==> src/rtl/regfile_wb_arbiter.sv <==
// ----------------------------------------------------------------------------
// regfile_wb_arbiter
//
// Purpose:
//   Owns the single write port of the 32x32 CPU register file.
//   - After reset it can sweep r1..r31 with CLEAR_VALUE, one register per
//     cycle, so that software never reads an undefined register.
//   - It then shares the write port between two writeback requesters:
//     requester 0 = ALU writeback, requester 1 = load/memory writeback.
//   - All register-file write signals leave this block from flops.
//
// Handshake (both requesters):
//   - A transfer happens on a rising clock edge where valid && ready are
//     both high.
//   - ready is combinational and may depend on valid.
//   - At most one ready is high in any cycle.
//   - A requester that sees valid && !ready must hold addr/data stable and
//     keep valid high.
//   - There is no buffering inside: the loser of a tie simply stalls.
//
// Ports:
//   clk         system clock, all state updates on the rising edge
//   rst         synchronous, active-high reset
//   req0_*      ALU writeback request (valid/addr/data in, ready out)
//   req1_*      load writeback request (valid/addr/data in, ready out)
//   rf_we       register file write enable (registered)
//   rf_wa       register file write address (registered)
//   rf_wd       register file write data (registered)
//   init_busy   high while the clear sequence runs (registered)
//   dbg_state   current FSM state: 0 = INIT, 1 = RUN
// ----------------------------------------------------------------------------
module regfile_wb_arbiter #(
    parameter bit          INIT_CLEAR  = 1'b1,
    parameter logic [31:0] CLEAR_VALUE = 32'd0,
    parameter bit          FIXED_PRIO  = 1'b0
) (
    input  logic        clk,
    input  logic        rst,

    input  logic        req0_valid,
    input  logic [4:0]  req0_addr,
    input  logic [31:0] req0_data,
    output logic        req0_ready,

    input  logic        req1_valid,
    input  logic [4:0]  req1_addr,
    input  logic [31:0] req1_data,
    output logic        req1_ready,

    output logic        rf_we,
    output logic [4:0]  rf_wa,
    output logic [31:0] rf_wd,
    output logic        init_busy,
    output logic        dbg_state
);

    typedef enum logic {
        ST_INIT = 1'b0,
        ST_RUN  = 1'b1
    } state_t;

    state_t      state_q,     state_d;
    logic [4:0]  init_ptr_q,  init_ptr_d;
    logic        rf_we_q,     rf_we_d;
    logic [4:0]  rf_wa_q,     rf_wa_d;
    logic [31:0] rf_wd_q,     rf_wd_d;
    logic        init_busy_q, init_busy_d;
    // Index of the requester granted most recently.
    // The round-robin tie break favours the other one.
    logic        rr_last_q,   rr_last_d;

    logic        grant0;
    logic        grant1;
    logic        accept0;
    logic        accept1;

    // ------------------------------------------------------------------
    // Grant: a lone requester always wins.
    // On a tie, either requester 1 wins outright (FIXED_PRIO) or the
    // requester that did not win last time wins.
    // ------------------------------------------------------------------
    always_comb begin
        grant0 = 1'b0;
        grant1 = 1'b0;
        if (req0_valid && req1_valid) begin
            if (FIXED_PRIO) begin
                grant1 = 1'b1;
            end else if (rr_last_q) begin
                grant0 = 1'b1;
            end else begin
                grant1 = 1'b1;
            end
        end else begin
            grant0 = req0_valid;
            grant1 = req1_valid;
        end
    end

    assign req0_ready = (state_q == ST_RUN) && grant0;
    assign req1_ready = (state_q == ST_RUN) && grant1;

    assign accept0 = req0_valid && req0_ready;
    assign accept1 = req1_valid && req1_ready;

    // ------------------------------------------------------------------
    // Next-state and write-port logic.
    // rf_wa/rf_wd hold their values on idle cycles.
    // rf_we drops back to 0 unless a write is launched this cycle.
    // ------------------------------------------------------------------
    always_comb begin
        state_d     = state_q;
        init_ptr_d  = init_ptr_q;
        rf_we_d     = 1'b0;
        rf_wa_d     = rf_wa_q;
        rf_wd_d     = rf_wd_q;
        init_busy_d = init_busy_q;
        rr_last_d   = rr_last_q;

        case (state_q)
            ST_INIT: begin
                rf_we_d    = 1'b1;
                rf_wa_d    = init_ptr_q;
                rf_wd_d    = CLEAR_VALUE;
                init_ptr_d = init_ptr_q + 5'd1;
                // r31 is the last register cleared.
                // Leave INIT on the same edge that issues its write.
                if (init_ptr_q == 5'd31) begin
                    state_d     = ST_RUN;
                    init_busy_d = 1'b0;
                end
            end

            ST_RUN: begin
                if (accept1) begin
                    rf_wa_d   = req1_addr;
                    rf_wd_d   = req1_data;
                    // A write to r0 still completes its handshake.
                    // It is discarded here by never raising rf_we.
                    rf_we_d   = (req1_addr != 5'd0);
                    rr_last_d = 1'b1;
                end else if (accept0) begin
                    rf_wa_d   = req0_addr;
                    rf_wd_d   = req0_data;
                    rf_we_d   = (req0_addr != 5'd0);
                    rr_last_d = 1'b0;
                end
            end

            default: begin
                state_d = ST_RUN;
            end
        endcase
    end

    // ------------------------------------------------------------------
    // State registers.
    // Reset wins over any handshake that lands on the same edge, so such
    // a transfer is lost and produces no write.
    // ------------------------------------------------------------------
    always_ff @(posedge clk) begin
        if (rst) begin
            state_q     <= INIT_CLEAR ? ST_INIT : ST_RUN;
            init_ptr_q  <= 5'd1;
            rf_we_q     <= 1'b0;
            rf_wa_q     <= 5'd0;
            rf_wd_q     <= 32'd0;
            init_busy_q <= INIT_CLEAR;
            rr_last_q   <= 1'b1;
        end else begin
            state_q     <= state_d;
            init_ptr_q  <= init_ptr_d;
            rf_we_q     <= rf_we_d;
            rf_wa_q     <= rf_wa_d;
            rf_wd_q     <= rf_wd_d;
            init_busy_q <= init_busy_d;
            rr_last_q   <= rr_last_d;
        end
    end

    assign rf_we     = rf_we_q;
    assign rf_wa     = rf_wa_q;
    assign rf_wd     = rf_wd_q;
    assign init_busy = init_busy_q;
    assign dbg_state = (state_q == ST_RUN);

endmodule

==> config.mk <==
export PLATFORM = sky130hd
export DESIGN_NAME = regfile_wb_arbiter
export DESIGN_NICKNAME = d
export VERILOG_FILES = /design/src/rtl/regfile_wb_arbiter.sv
export SDC_FILE = /design/constraint.sdc
export NUM_CORES = 1
export LEC_CHECK = 0
export CAP_MARGIN = 30
export CORE_ASPECT_RATIO = 0.9
export CORE_MARGIN = 2
export CORE_UTILIZATION = 39
export CTS_CLUSTER_SIZE = 20
export DETAILED_ROUTE_END_ITERATION = 7
export PLACE_DENSITY_LB_ADDON = 0.08
export SETUP_SLACK_MARGIN = 0.1
export SYNTH_ARGS = -nofsm -noshare
export SYNTH_HDL_FRONTEND = slang
export SYNTH_SLANG_ARGS = --single-unit
==> constraint.sdc <==
create_clock -name clk -period 3 [get_ports clk]
set_input_delay 0.45 -clock clk [delete_from_list [all_inputs] [get_ports clk]]
set_output_delay 0.45 -clock clk [all_outputs]
set_load 0.01 [all_outputs]
==> flow_metrics.tcl <==
set metrics [dict create \
    run_status "completed" \
    fin_worst_skew_ps 8.84 \
    vias 2008 \
    post_cts_resize_count 0 \
    power_mw 1.26 \
    critPathKind "primary input to primary output" \
    use_met1_pct 23.8 \
    tritoncts "built" \
    die_area_um2 5420 \
    holdBufCountCts 0 \
    end_kind "primary output" \
    synth_top_cell_by_area "dfxtp_1" \
    fin_crit_ps 2430 \
    worstPathRequired_ps 2550 \
    hold_path.class "flop to flop" \
    yosys_most_used_dff "dfxtp_1" \
    clk_pin_slew_ps 80 \
    fp.coreArea_um2 4740 \
    antennaDiodeCount 0 \
    post-route-util_pct 68.7 \
    r2r_setup_slack_ps 1430 \
    viasPerCell 5.01 \
    portBuffers 119 \
    layout_setup_ws_ps 573 \
    hpwl_um 4080 \
    finalHoldViolCount 0 \
    slew_headroom_pct 62.2 \
    busiest_layer "met2" \
    grt_first_pass_wirelength_um 8800 \
    crit_arrival_ps 1980 \
    synth_top_area_share_pct 48.7 \
    whs_ps 447 \
    synth_nets 298 \
    syn_area_per_cell_um2 8.67 \
    min_path_cells 2 \
    ir_drop_v 0.000284 \
    wl_per_cell_um 13.7 \
    rr_worst_depth 5 \
    final_max_slew_viol_count 0 \
    worstPathMaxFanout 6 \
    dp.cells 393 \
    syn_inst 218 \
    maxCapViolCount 0 \
    yosysSeqAreaShare_pct 48.7 \
    io_pins 120 \
    synth_area_leaders "dfxtp_1, a22oi_1, nand2_1, o21ai_1, nor2_1" \
    netlist_area_um2 1890 \
    ys_async_sr_fraction_pct 0 \
    synth-edff-count 0 \
    layout-drive-gt1-share_pct 5.65 \
    die_x_um 77.4 \
    htreeDepth 2 \
    start_util_pct 39.8 \
    dr.first_iter.drc_count 99 \
    fmax_mhz 412 \
    clk_path_buf_depth 2 \
    dr.pass1.iters 4 \
    cts-root-buf "clkbuf_8" \
    use_met3_pct 7.36 \
    clock_latency_ps 300 \
    grt_start_max_net_pins 39 \
    gr-usage-all-layers_pct 20.2 \
    p_leak_nw 1.17 \
    place_ws_ps 587 \
    detail-route-antenna-nets 0 \
    worstReg2RegStart "dbg_state" \
    finalInstanceArea_um2 3260 \
    final_common_cell "clkdlybuf4s50_1" \
    routed_wl_um 5480 \
    grt-ovfl-total 0 \
    rows 24 \
    final_nets 415 \
    post-route-period-util_pct 80.9 \
    syn_to_final_growth_pct 72.3 \
    grt_pass1_vias 1912 \
    cts_buffers 5 \
    cts_sinks 46 \
    drc 0 \
    setup_viol 0 \
    r2r-end "rf_wd[13]" \
    max_slew.worst_pin.slew_ps 566 \
    tns_ps 0 \
    rsz0062_at_grt "no" \
    yosysWarnings 0 \
    endpoint "req1_ready" \
    ys_ff_latch 46 \
    synth.distinct_cells 32 \
    crit_start "req1_valid" \
    placed_area_um2 3150 \
    post_cts_buffers 0 \
    die_h_um 70.1 \
    gp_congestion 0.770 \
    start_kind "primary input" \
    grt_use_met2_pct 34.5 \
    finalNonFillerCells 401 \
    final_cell_mix "clkdlybuf4s50_1, dfxtp_1, nand2_1" \
    grt_antenna_before_repair 0 \
    power_density_nw_per_um2 388 \
]
## final cells by class
class,instances,area [µm²]
Clock inverter,3,40.0
Fill cell,439,1490
Multi-Input combinational cell,154,896
Timing Repair Buffer,126,1240
Sequential cell,46,921
Tap cell,65,81.3
Inverter,2,7.51
Clock buffer,5,68.8
## registers in the layout (all words and copies together), names as in the netlist
register,flops
dbg_state,1
init_busy,1
init_ptr_q,5
rf_wa,5
rf_wd,32
rf_we,1
rr_last_q,1
## worst max-delay path, cell delays in order
cell,delay [ps]
clkdlybuf4s50_1,610
a21boi_4,220
and2_1,140
clkdlybuf4s50_1,560
## cell usage after synthesis, types with 3 or more instances
library cell,instances
nand2_1,39
a22oi_1,32
o21ai_1,29
a211oi_1,4
a221oi_1,4
clkbuf_1,5
nand2b_1,3
dfxtp_1,46
buf_4,3
nor2_1,12
buf_2,7
o21ai_0,6
a21oi_1,4
## power by group
| group | switching, mW | total, mW | leakage [nW] | internal (mW) |
|---|---|---|---|---|
| Combinational | 0.0612 | 0.186 | 0.737 | 0.125 |
| Sequential | 0.00785 | 0.628 | 0.372 | 0.620 |
| Clock | 0.204 | 0.449 | 0.0579 | 0.245 |
## kinds of logic after synthesis
group / count (synthesis) / synth area share, %
adder cells (fa/ha/maj): 2 / 1.32
AO/OA/AOI/OAI: 84 / 28.6
AND/OR/NAND/NOR: 64 / 14.8
buffers and inverters: 18 / 4.63
flip-flops: 46 / 48.7
XOR/XNOR: 2 / 0.927
multiplexers: 2 / 1.06
## worst min path at each step
| stage | startpoint | endpoint | slack, ps |
|---|---|---|---|
| after global placement | init_busy | init_busy | 430 |
| after CTS | rf_wd[1] | rf_wd[1] | 450 |
| after global routing | rf_wd[1] | rf_wd[1] | 470 |
| final | rf_wd[12] | rf_wd[12] | 450 |
| after detailed placement | rf_wd[1] | rf_wd[1] | 440 |
| after floorplan | rf_wd[0] | rf_wd[0] | 470 |
## routing by layer
metal / vias up / share of wire (%)
met3: 7 / 8.2
met5: - / 0
met4: 0 / 1.2
li1: 1018 / -
met2: 72 / 47
met1: 911 / 43
Note: power is estimated with default switching activity, not from simulation.
